<file path="src/rtl/ws2812b_pkg.sv">
`timescale 1ns/1ps
`default_nettype none
// ============================================================================
// Module      : ws2812b_pkg
// Description : Shared types and constants for the WS2812B chain-tap
//               peripheral: FSM state encoding, latch-time helper,
//               status-bit positions and register addresses.
// Revision    : 1.0 - initial release
// ============================================================================
package ws2812b_pkg;

    // Frame-level capture state
    typedef enum logic [1:0] {
        ST_WAIT_LATCH = 2'd0,
        ST_CAPTURE    = 2'd1,
        ST_PASS       = 2'd2
    } state_t;

    // Bit positions inside the status register
    localparam int STAT_READY   = 0;
    localparam int STAT_OVERRUN = 1;
    localparam int STAT_SHORT   = 2;
    localparam int STAT_BUSY    = 3;

    // Bit positions inside the control register
    localparam int CTRL_FREEZE  = 0;
    localparam int CTRL_CLEAR   = 1;

    // Register addresses
    localparam logic [3:0] ADDR_CTRL   = 4'hE;
    localparam logic [3:0] ADDR_STATUS = 4'hF;

    // Number of clock cycles of continuous low that marks a latch
    function automatic int calc_idle_cycles(input int clk_hz, input int idle_us);
        return (clk_hz / 1000000) * idle_us;
    endfunction

endpackage
`default_nettype wire

</file>
<file path="src/rtl/ws2812b_chain_capture_bit_decoder.sv">
`timescale 1ns/1ps
`default_nettype none
// ============================================================================
// Module      : ws2812b_bit_decoder
// Description : Turns the raw WS2812B waveform into decoded bits and a
//               single-cycle latch (idle) pulse. A bit is produced on each
//               falling edge, its value set by the preceding high time.
// Revision    : 1.0 - initial release
// ============================================================================
module ws2812b_bit_decoder #(
    parameter int THRESHOLD_CYCLES = 38,
    parameter int IDLE_CYCLES      = 3840
) (
    input  logic clk,
    input  logic reset,
    input  logic din,
    output logic bit_valid,
    output logic bit_value,
    output logic idle
);

    localparam int             LOW_W   = $clog2(IDLE_CYCLES + 1);
    localparam logic [LOW_W-1:0] LOW_MAX = LOW_W'(IDLE_CYCLES);
    localparam logic [LOW_W-1:0] LOW_PRE = LOW_W'(IDLE_CYCLES - 1);

    logic             din_prev_q,  din_prev_d;
    logic [7:0]       high_cnt_q,  high_cnt_d;
    logic [LOW_W-1:0] low_cnt_q,   low_cnt_d;
    logic             bit_valid_q, bit_valid_d;
    logic             bit_value_q, bit_value_d;
    logic             idle_q,      idle_d;
    logic             fall;

    // Edge detect, saturating pulse-width counters and decoded bit/latch
    always_comb begin
        fall        = din_prev_q & ~din;
        din_prev_d  = din;
        bit_valid_d = fall;
        bit_value_d = bit_value_q;
        if (fall) begin
            bit_value_d = (int'(high_cnt_q) > THRESHOLD_CYCLES);
        end

        if (din) begin
            high_cnt_d = (high_cnt_q == 8'hFF) ? high_cnt_q : high_cnt_q + 8'd1;
        end else begin
            high_cnt_d = 8'd0;
        end

        // Low counter parks at IDLE_CYCLES so the latch fires only once
        if (din) begin
            low_cnt_d = '0;
        end else if (low_cnt_q != LOW_MAX) begin
            low_cnt_d = low_cnt_q + LOW_W'(1);
        end else begin
            low_cnt_d = low_cnt_q;
        end
        idle_d = ~din && (low_cnt_q == LOW_PRE);
    end

    // Decoder state registers
    always_ff @(posedge clk or posedge reset) begin
        if (reset) begin
            din_prev_q  <= 1'b0;
            high_cnt_q  <= 8'd0;
            low_cnt_q   <= '0;
            bit_valid_q <= 1'b0;
            bit_value_q <= 1'b0;
            idle_q      <= 1'b0;
        end else begin
            din_prev_q  <= din_prev_d;
            high_cnt_q  <= high_cnt_d;
            low_cnt_q   <= low_cnt_d;
            bit_valid_q <= bit_valid_d;
            bit_value_q <= bit_value_d;
            idle_q      <= idle_d;
        end
    end

    assign bit_valid = bit_valid_q;
    assign bit_value = bit_value_q;
    assign idle      = idle_q;

endmodule
`default_nettype wire

</file>
<file path="src/rtl/ws2812b_chain_capture.sv">
`timescale 1ns/1ps
`default_nettype none
// ============================================================================
// Module      : ws2812b_chain_capture
// Description : WS2812B chain tap. Captures the first NUM_LEDS LEDs of every
//               frame into a shadow buffer, forwards the rest on dout like a
//               real LED segment, and commits completed frames atomically to
//               a CPU-visible buffer at latch time.
// Revision    : 1.0 - initial release
// ============================================================================
module ws2812b_chain_capture #(
    parameter int CLK_HZ           = 64000000,
    parameter int THRESHOLD_CYCLES = 38,
    parameter int IDLE_US          = 60,
    parameter int NUM_LEDS         = 4,
    parameter int BYTES_PER_LED    = 3
) (
    input  logic       clk,
    input  logic       reset,
    input  logic       din,
    output logic       dout,
    input  logic [3:0] address,
    input  logic       data_write,
    input  logic [7:0] data_in,
    output logic [7:0] data_out
);
    import ws2812b_pkg::*;

    localparam int         IDLE_CYCLES = calc_idle_cycles(CLK_HZ, IDLE_US);
    localparam int         TOTAL       = NUM_LEDS * BYTES_PER_LED;
    localparam logic [3:0] LAST_IDX    = 4'(TOTAL - 1);

    generate
        if (TOTAL > 14 || TOTAL < 1) begin : g_bad_geometry
            $error("ws2812b_chain_capture: NUM_LEDS*BYTES_PER_LED must be 1..14");
        end
    endgenerate

    logic bit_valid, bit_value, idle;

    ws2812b_bit_decoder #(
        .THRESHOLD_CYCLES (THRESHOLD_CYCLES),
        .IDLE_CYCLES      (IDLE_CYCLES)
    ) u_decoder (
        .clk       (clk),
        .reset     (reset),
        .din       (din),
        .bit_valid (bit_valid),
        .bit_value (bit_value),
        .idle      (idle)
    );

    state_t             state_q, state_d;
    logic [2:0]         bit_cnt_q, bit_cnt_d;
    logic [6:0]         shift_q, shift_d;
    logic [3:0]         byte_idx_q, byte_idx_d;
    logic [TOTAL*8-1:0] shadow_q, shadow_d;
    logic [TOTAL*8-1:0] visible_q, visible_d;
    logic               freeze_q, freeze_d;
    logic               ready_q, ready_d;
    logic               overrun_q, overrun_d;
    logic               short_q, short_d;
    logic [3:0]         frame_cnt_q, frame_cnt_d;
    logic               dout_q, dout_d;

    logic               in_capture, in_pass, commit, short_evt, busy;
    logic               byte_done;
    logic [7:0]         byte_value;
    logic               ctrl_wr, stat_wr;
    logic               unused_data_bits;

    assign unused_data_bits = ^data_in[7:2];

    // FSM state register
    always_ff @(posedge clk or posedge reset) begin
        if (reset) begin
            state_q <= ST_WAIT_LATCH;
        end else begin
            state_q <= state_d;
        end
    end

    // FSM next state: latch opens a frame, last captured byte starts pass-through
    always_comb begin
        state_d = state_q;
        case (state_q)
            ST_WAIT_LATCH: if (idle) state_d = ST_CAPTURE;
            ST_CAPTURE:    if (byte_done && byte_idx_q == LAST_IDX) state_d = ST_PASS;
            ST_PASS:       if (idle) state_d = ST_CAPTURE;
            default:       state_d = ST_WAIT_LATCH;
        endcase
    end

    // FSM outputs: frame events derived from the current state
    always_comb begin
        in_capture = (state_q == ST_CAPTURE);
        in_pass    = (state_q == ST_PASS);
        commit     = in_pass & idle & ~freeze_q;
        short_evt  = in_capture & idle & (byte_idx_q != 4'd0);
        busy       = in_capture & (byte_idx_q != 4'd0);
        byte_done  = in_capture & ~idle & bit_valid & (bit_cnt_q == 3'd7);
        byte_value = {shift_q, bit_value};
    end

    // Byte assembly (MSB first) and shadow-buffer writes during capture
    always_comb begin
        bit_cnt_d  = bit_cnt_q;
        shift_d    = shift_q;
        byte_idx_d = byte_idx_q;
        shadow_d   = shadow_q;
        if (!in_capture || idle) begin
            bit_cnt_d  = 3'd0;
            byte_idx_d = 4'd0;
        end else if (bit_valid) begin
            bit_cnt_d = bit_cnt_q + 3'd1;
            shift_d   = {shift_q[5:0], bit_value};
            if (byte_done) begin
                byte_idx_d = byte_idx_q + 4'd1;
                for (int i = 0; i < TOTAL; i++) begin
                    if (byte_idx_q == 4'(i)) begin
                        shadow_d[i*8 +: 8] = byte_value;
                    end
                end
            end
        end
    end

    // Register-map updates; a commit overrides a same-cycle buffer clear
    always_comb begin
        ctrl_wr     = data_write && (address == ADDR_CTRL);
        stat_wr     = data_write && (address == ADDR_STATUS);
        freeze_d    = freeze_q;
        ready_d     = ready_q;
        overrun_d   = overrun_q;
        short_d     = short_q;
        frame_cnt_d = frame_cnt_q;
        visible_d   = visible_q;

        if (ctrl_wr) begin
            freeze_d = data_in[CTRL_FREEZE];
            if (data_in[CTRL_CLEAR]) begin
                visible_d   = '0;
                frame_cnt_d = 4'd0;
            end
        end
        if (stat_wr) begin
            ready_d   = 1'b0;
            overrun_d = 1'b0;
            short_d   = 1'b0;
        end
        if (short_evt) begin
            short_d = 1'b1;
        end
        if (commit) begin
            visible_d   = shadow_q;
            ready_d     = 1'b1;
            frame_cnt_d = frame_cnt_q + 4'd1;
            // A status write in the same cycle consumes the previous frame
            if (ready_q && !stat_wr) begin
                overrun_d = 1'b1;
            end
        end
        dout_d = din & in_pass;
    end

    // Datapath and register-file state
    always_ff @(posedge clk or posedge reset) begin
        if (reset) begin
            bit_cnt_q   <= 3'd0;
            shift_q     <= 7'd0;
            byte_idx_q  <= 4'd0;
            shadow_q    <= '0;
            visible_q   <= '0;
            freeze_q    <= 1'b0;
            ready_q     <= 1'b0;
            overrun_q   <= 1'b0;
            short_q     <= 1'b0;
            frame_cnt_q <= 4'd0;
            dout_q      <= 1'b0;
        end else begin
            bit_cnt_q   <= bit_cnt_d;
            shift_q     <= shift_d;
            byte_idx_q  <= byte_idx_d;
            shadow_q    <= shadow_d;
            visible_q   <= visible_d;
            freeze_q    <= freeze_d;
            ready_q     <= ready_d;
            overrun_q   <= overrun_d;
            short_q     <= short_d;
            frame_cnt_q <= frame_cnt_d;
            dout_q      <= dout_d;
        end
    end

    assign dout = dout_q;

    // Combinational register read
    always_comb begin
        data_out = 8'h00;
        for (int i = 0; i < TOTAL; i++) begin
            if (address == 4'(i)) begin
                data_out = visible_q[i*8 +: 8];
            end
        end
        if (address == ADDR_CTRL) begin
            data_out[CTRL_FREEZE] = freeze_q;
        end
        if (address == ADDR_STATUS) begin
            data_out[STAT_READY]   = ready_q;
            data_out[STAT_OVERRUN] = overrun_q;
            data_out[STAT_SHORT]   = short_q;
            data_out[STAT_BUSY]    = busy;
            data_out[7:4]          = frame_cnt_q;
        end
    end

endmodule
`default_nettype wire

</file>
<file path="config.mk">
export PLATFORM = sky130hd
export DESIGN_NAME = ws2812b_chain_capture
export DESIGN_NICKNAME = d
export VERILOG_FILES = /design/src/rtl/ws2812b_pkg.sv /design/src/rtl/ws2812b_chain_capture_bit_decoder.sv /design/src/rtl/ws2812b_chain_capture.sv
export SDC_FILE = /design/constraint.sdc
export NUM_CORES = 1
export LEC_CHECK = 0
export CAP_MARGIN = 20
export CORE_MARGIN = 2
export CORE_UTILIZATION = 55
export DETAILED_ROUTE_END_ITERATION = 6
export GPL_TIMING_DRIVEN = 1
export PLACE_DENSITY = 0.74
export SYNTH_ARGS = -nofsm -noshare
export SYNTH_HDL_FRONTEND = slang
export SYNTH_SLANG_ARGS = --single-unit
</file>
<file path="constraint.sdc">
create_clock -name clk -period 15.4 [get_ports clk]
set_clock_uncertainty 0.15 [all_clocks]
set_input_delay 3.08 -clock clk [delete_from_list [all_inputs] [get_ports clk]]
set_output_delay 3.08 -clock clk [all_outputs]
set_load 0.01 [all_outputs]
</file>
[Yosys cells after proc, flatten, opt, wreduce, memory -nomap -nowiden]
Index checks and enable logic that the tools add are counted.
Widths: inputs -> output; s select.
Cells by class
  muxes and demuxes: 38
  bitwise logic cells: 14
  equal/unequal tests: 33
  magnitude comparators: 1
  reduce and logical (&&, ||, !) cells: 36
  add/sub/neg operators: 5
Operator list (count)
  $mux 96: 3
  $mux 8: 15
  $reduce_and 4->1: 12
  $eq 4x4->1 const B: 10
  $eq 4x3->1 const B: 8
  $mux 12: 2
  $mux 4: 6
  $eq 4x2->1 const B: 4
  $reduce_bool 2->1: 7
  $add 12x1->12 const B: 1
  $eq 12x12->1 const B: 1
  $ne 12x12->1 const B: 1
  $and 1x1->1: 10
  $add 4x1->4 const B: 2
  $add 8x1->8 const B: 1
  $eq 4x1->1 const B: 2
  $eq 8x8->1 const B: 1
  $gt 8x6->1 const B: 1
  $logic_not 4->1: 2
  $reduce_and 2->1: 4
  $mux 1: 7
  $mux 3: 2
  $logic_and 1x1->1: 5
  $mux 2: 2
  other kinds (13): 18
Storage, ports and cells
  register bits: 241
  logic and storage cells: 156

[Depth between registers and ports, before layout]
Gate-level depths: netlist of the first run.
  word-level depth: 15
  mapped depth: 7
  gate-level depth less buffers: 6

[Cells and area by module]
Synthesis of the first run repeated with hierarchy kept, for this count alone.
Unflattened totals
  cells, all modules: 772
  area total of the unflattened synthesis: 10299.9 sq um
By module, submodules not included
  ws2812b_chain_capture: area an instance 9042.4 sq um, instances 1, cells each 643
  ws2812b_bit_decoder: area an instance 1257.5 sq um, instances 1, cells each 129

[Worst setup path before layout of the first run]
No wires, ideal clock.
  path kind: input port to output port
  start: input port address[2]
  end: output port data_out[0]
  cell stages on the path: 7
  arrival time: 4.395 ns
  data required time: 12.170 ns
  slack: 7.775 ns
  cells stage by stage: clkbuf_1 > clkbuf_1 > clkbuf_1 > nand2_1 > o22ai_1 > o21ai_0 > o211ai_1
Between the ends
  cells in the longest elaborated chain, start to end: 15
Ends and longest elaborated chain
  from (decl): line ws2812b_chain_capture.sv:22  | input logic [3:0] address,
  $logic_not 4->1: line ws2812b_chain_capture.sv:201  | if (address == 4'(i)) begin
  $mux 8 (12 in series): line ws2812b_chain_capture.sv:201
  $mux 1: line ws2812b_chain_capture.sv:205  | if (address == ADDR_CTRL) begin
  $mux 8 *: line ws2812b_chain_capture.sv:208  | if (address == ADDR_STATUS) begin
  to (decl): line ws2812b_chain_capture.sv:25  | output logic [7:0] data_out
Mark *: on every way between the ends. The rest lies on a longest branch, timed or not.

[Worst setup path after layout of the first run]
  start: input port address[3]
  end: output port data_out[1]
Between the ends
  cells in the longest elaborated chain, start to end: 14
Ends and longest elaborated chain (line)
  $logic_not 4->1: ws2812b_chain_capture.sv:201
  $mux 8 (12 in series): ws2812b_chain_capture.sv:201
  $mux 8 *: ws2812b_chain_capture.sv:208
Marks and branches as above.

==> impl_metrics.ini, run 1 <==
[sta]
fin_tns_setup_ns = 0
relSlewSlack_pct = 23.49
worst_pin_slew_ns = 1.148
final.setup.worst_slack_ns = 6.389
fin_crit_ns = 9.011
finalHoldViolCount = 0
setup_viol = 0
rsz0062_at_grt = false
hold_ws_ns = 0.3399
slew_violations = 0
period_share_pct = 58.51
max_freq_ghz = 0.1110

[logic_synthesis]
syn_area_per_cell_um2 = 13.47
synth_most_common_cell = dfrtp_1
syn_nets = 792
synth_edf_count = 0
ys.flop_type = dfrtp_1
synth_top_area_share_pct = 58.52
syn_inst = 765
async_flop_share_pct = 100.0
yosys_register_bits = 241
yosysTopAreaCell = dfrtp_1
seq_area_frac_synth_pct = 58.52
ys_types = 62
synth.area.top_cells = dfrtp_1 59%, mux2_2 12%, a22o_1 8.5%
ys_warn_count = 0
yosys-top-cells-count = 241 x dfrtp_1, 106 x mux2_2, 100 x a22o_1, 47 x clkbuf_1, 33 x nor2_1
syn_area_mm2 = 0.01031

[worst_setup_path]
critPathLaunchType = primary input
required_ns = 12.17
crit_type = in2out
cp-startpoint = address[3]
worstReg2RegStart = state_q[0]
crit_fanout = 22
crit_path_end_kind = output pin
r2r_cells = 4
arrival_ns = 5.78

[pwr]
sw_frac_of_total_pct = 20.98
p_switching_mw = 0.2820
p_comb_share_pct = 3.0
powerDensity_mw_per_mm2 = 116.0
seqPwrFrac_pct = 47.8
p_int_mw = 1.062
power_mw = 1.344
peakVddDrop_v = 0.0001456
leakage_nw = 5.528
clockPowerShare_pct = 49.2

[drt]
drtIter0Drc = 497
wl_per_cell_um = 22.67
drtAntennaViolNets = 0
wl_um = 23050
drc_errors = 0
routed_via_density = 6.503
vias = 6614
first_pass_iters = 5

[min_path]
holdPathStages = 1
hold_path.startpoint = shadow_q[91]
hp-class = reg2reg

[global_route]
grtUsageMet1_pct = 36.38
top_usage_layer = met2
antenna_found_initial = 0
grt_max_degree = 111
grt_pass1_wl_um = 37830
grt_remaining_overflow = 0
grt_pass1_vias = 6752
grt_use_met2_pct = 38.05
grtUsageMet3_pct = 3.431
grt_use_total_pct = 24.33

[floorplanning]
start_util_pct = 55.66
fp.dieW_um = 140.9
dieArea_mm2 = 0.01985
die_height_um = 140.9
num_io_pins = 25
rows = 50
core_mm2 = 0.01852

[placed_design]
gp_congestion = 0.8429
dpl.hpwl_um = 13120
pre_cts_slack_ns = 6.413
placement.cell_area_mm2 = 0.01064
port_buffers = 18
dpl.cell_count = 968

[clocking]
htree_num_levels = 1
cts.repair.resized = 0
clk_latency_ns = 0.52
cts.sinks = 241
cts_tree = built
clockBufferDepth = 3
cts_root_buf = clkbuf_16
cts_setup_buffers = 0
ctsHoldBuffers = 0
cts_made_buffers = 26
path_clk_slew_ns = 0.06

[status]
status = finished clean

[layout]
areaGrowthSynthToFinish_pct = 12.38
final_area_mm2 = 0.01158
instances_no_fill = 1017
finish.utilization_pct = 62.55
final_nets = 790
antennaDiodeCount = 0
drive_gt1_share_pct = 23.88

[job]
max_cap_violations = 0
[logic make-up after synthesis]
| group | synth area share, % |
|---|---|
| flops | 58.52 |
| compound gates | 12.27 |
| mux | 16.52 |
| simple gates | 7.297 |
| buf+inv | 2.610 |
| xor+xnor | 1.445 |
| fa+ha+maj | 1.335 |
[per-layer routing]
layer / share of wire, % / vias to the layer above / wire length [um]
li1: - / 2846 / -
met2: 48 / 201 / 10970
met3: 4.8 / 42 / 1112
met4: 2.3 / 0 / 529
met5: 0 / - / 0
met1: 45 / 3525 / 10440
[placed cells by master (no fill, tap or decap), types with 3 or more instances in the layout]
cell,Yosys,layout
a211oi_1,3,3
a21oi_1,13,13
a22o_1,100,100
a31oi_1,6,5
a32oi_1,3,3
and3_1,4,4
and4_1,3,3
buf_4,1,8
bufinv_16,0,5
clkbuf_1,47,5
clkbuf_16,0,27
clkdlybuf4s50_1,0,16
clkinv_2,0,8
dfrtp_1,241,241
ha_1,11,11
inv_1,12,11
mux2_1,3,3
mux2_2,106,106
mux2i_1,16,16
mux4_2,14,14
nand2_1,22,22
nand2_2,4,4
nand2b_1,3,3
nand3_1,12,12
nand3b_1,5,5
nand4_1,6,6
nor2_1,33,33
nor2b_1,6,6
nor3_1,3,3
nor3b_1,3,3
nor4bb_1,5,4
o211ai_1,3,3
o21ai_0,17,17
xnor2_1,11,11
xor2_1,6,6
[state kept, by name, indices dropped and copies added (netlist names)]
| name | flops |
|---|---|
| state_q | 2 |
| u_decoder.din_prev_q | 1 |
| ready_q | 1 |
| u_decoder.bit_valid | 1 |
| overrun_q | 1 |
| short_q | 1 |
| u_decoder.idle | 1 |
| shadow_q | 96 |
| u_decoder.bit_value | 1 |
| byte_idx_q | 4 |
| u_decoder.high_cnt_q | 8 |
| bit_cnt_q | 3 |
| dout | 1 |
| frame_cnt_q | 4 |
| shift_q | 7 |
| u_decoder.low_cnt_q | 12 |
| visible_q | 96 |
| freeze_q | 1 |
[critical path, cell delays in order]
cell	delay [ns]
clkdlybuf4s50_1	0.45
buf_4	0.28
nor2b_1	0.64
o311ai_0	0.26
a31oi_1	0.43
clkdlybuf4s50_1	0.62
[final cells by class]
| type | instances | area [um^2] |
|---|---|---|
| Multi-Input combinational cell | 455 | 4036 |
| Tap cell | 234 | 292.8 |
| Sequential cell | 241 | 6031 |
| Inverter | 12 | 52.55 |
| Clock inverter | 14 | 197.7 |
| Fill cell | 1355 | 6935 |
| Timing Repair Buffer | 27 | 250.2 |
| Clock buffer | 34 | 721.9 |
[final timing paths]
kind / endpoint / slack (ns)
max: data_out[1] / 6.39
min: visible_q[91] / 0.34
max reg2reg: shadow_q[6] / 12.54
min reg2reg: visible_q[91] / 0.34
max in group asynchronous: shadow_q[93] / 10.05
min in group asynchronous: visible_q[61] / 2.94
[power by group through the flow]
stage	clock network, mW	logic [mW]	registers, mW
after CTS	0.672	0.0417	0.642
after global placement	0	0.0400	0.653
after floorplan	0	0.0280	0.651
after global routing	0.698	0.0459	0.642
final	0.661	0.0408	0.642
after detailed placement	0	0.0415	0.653
Power figures use the tool's default switching activity.
==> run 2, diff against run 1 <==
- clock period: 15.4 -> 9.44 ns (I/O delays scaled with it)
==> impl_metrics.ini, run 2 (synthesis results as in run 1) <==
[global_route]
grt_max_degree = 161
grt_pass1_wl_um = 37210
grt_pass1_vias = 6779
grt_use_total_pct = 23.81
antenna_found_initial = 0
grt_remaining_overflow = 0

[floorplanning]
dieArea_mm2 = 0.01985
fp.dieW_um = 140.9
start_util_pct = 55.66
core_mm2 = 0.01852
die_height_um = 140.9
num_io_pins = 25
rows = 50

[min_path]
holdPathStages = 1
hold_path.startpoint = visible_q[92]
hp-class = reg2reg
min_delay_worst_endpoint = visible_q[92]

[layout]
layout_common_cells = 241 x dfrtp_1, 106 x mux2_2, 100 x a22o_1, 33 x nor2_1, 25 x clkbuf_16
final_nets = 789
instances_no_fill = 1013
antennaDiodeCount = 0
final_area_mm2 = 0.01158
drive_gt1_share_pct = 23.88
areaGrowthSynthToFinish_pct = 12.40
largestRegisters = shadow_q x96, visible_q x96, u_decoder.low_cnt_q x12
final_common_cell = dfrtp_1

[worst_setup_path]
r2r_cells = 4
crit_fanout = 20
path_cells = clkdlybuf4s50_1 > buf_4 > nand2b_1 > o32ai_1 > or4_1 > a22o_1 > clkdlybuf4s50_1
required_ns = 7.40
r2r-end = shadow_q[3]
crit_path_end_kind = output pin
cp_slowest_cell = clkdlybuf4s50_1
crit_top_cell = clkdlybuf4s50_1
r2r_slack_ns = 6.52
worstReg2RegStart = state_q[1]
arrival_ns = 4.86
critPathLaunchType = primary input
crit_path_max_incr_delay_ns = 1.03
crit_type = in2out

[drt]
first_pass_iters = 5
routed_via_density = 6.430
drtAntennaViolNets = 0
drc_errors = 0
vias = 6514
wl_per_cell_um = 22.53
wl_um = 22830
drtIter0Drc = 581

[placed_design]
port_buffers = 18
placement.cell_area_mm2 = 0.01064
gp_congestion = 0.8370
dpl.hpwl_um = 13470
dpl.cell_count = 967

[sta]
hold_ws_ns = 0.3416
rsz0062_at_grt = false
max_freq_ghz = 0.1449
fin_tns_setup_ns = 0
worst_pin_slew_ns = 1.151
fin_crit_ns = 6.902
period_share_pct = 73.12
finalHoldViolCount = 0
slew_violations = 0
setup_viol = 0
relSlewSlack_pct = 23.24

[clocking]
clk_latency_ns = 0.50
cts.sinks = 241
cts_root_buf = clkbuf_16
htree_num_levels = 1
cts_setup_buffers = 0
path_clk_slew_ns = 0.06
cts_made_buffers = 25
cts.repair.resized = 0
ctsHoldBuffers = 0
clockBufferDepth = 3
cts_tree = built

[pwr]
peakVddDrop_v = 0.0001421
leakage_nw = 5.516
powerDensity_mw_per_mm2 = 187.1

[status]
status = finished clean

[job]
max_cap_violations = 0
[run 2: cell type report]
class / instances / area [um^2]
clock buffer: 31 / 688.2
clock inverter: 13 / 205.2
fill: 1372 / 6934
inverter: 12 / 52.55
multi-input combinational: 455 / 4036
sequential: 241 / 6031
tap: 234 / 292.8
timing repair buffer: 27 / 277.8
[run 2: per-layer routing]
metal / GRT usage (%) / share of wire (%)
met2: 38.05 / 49
met5: 0 / 0
met3: 3.329 / 4.3
met1: 34.83 / 45
met4: 6.526 / 2.4
[run 2: worst max-delay path by stage]
stage                          start      endpoint  slack [ns]  depth (start not counted)
after floorplan                reset  bit_cnt_q[0]        0.79                          1
after global placement    address[2]   data_out[4]        2.59                          7
after detailed placement  address[2]   data_out[4]        2.56                          7
after CTS                 address[2]   data_out[4]        2.56                          7
after global routing      address[2]   data_out[4]        2.46                          7
final                     address[2]   data_out[4]        2.54                          7
[run 2: metrics by stage]
stage	total power [mW]	util [%]	setup slack [ns]
global placement	1.129	57.43	2.590
CTS	2.182	62.26	2.562
finish	2.167	62.55	2.538
detailed placement	1.133	57.43	2.560
floorplan	1.108	-	0.7855
global route	2.240	62.55	2.458
[run 2: critical path: cells and delay by family]
family                 cells  cell delay (ns)
AND/OR/NAND/NOR            2             0.74
buffers and inverters      3             1.88
AO/OA/AOI/OAI              2             0.35
[run 2: power by group]
part | leakage (nW) | switching, mW | internal, mW
logic | 1.73 | 0.0472 | 0.0216
registers | 3.35 | 0.00882 | 1.04
clock network | 0.431 | 0.397 | 0.654
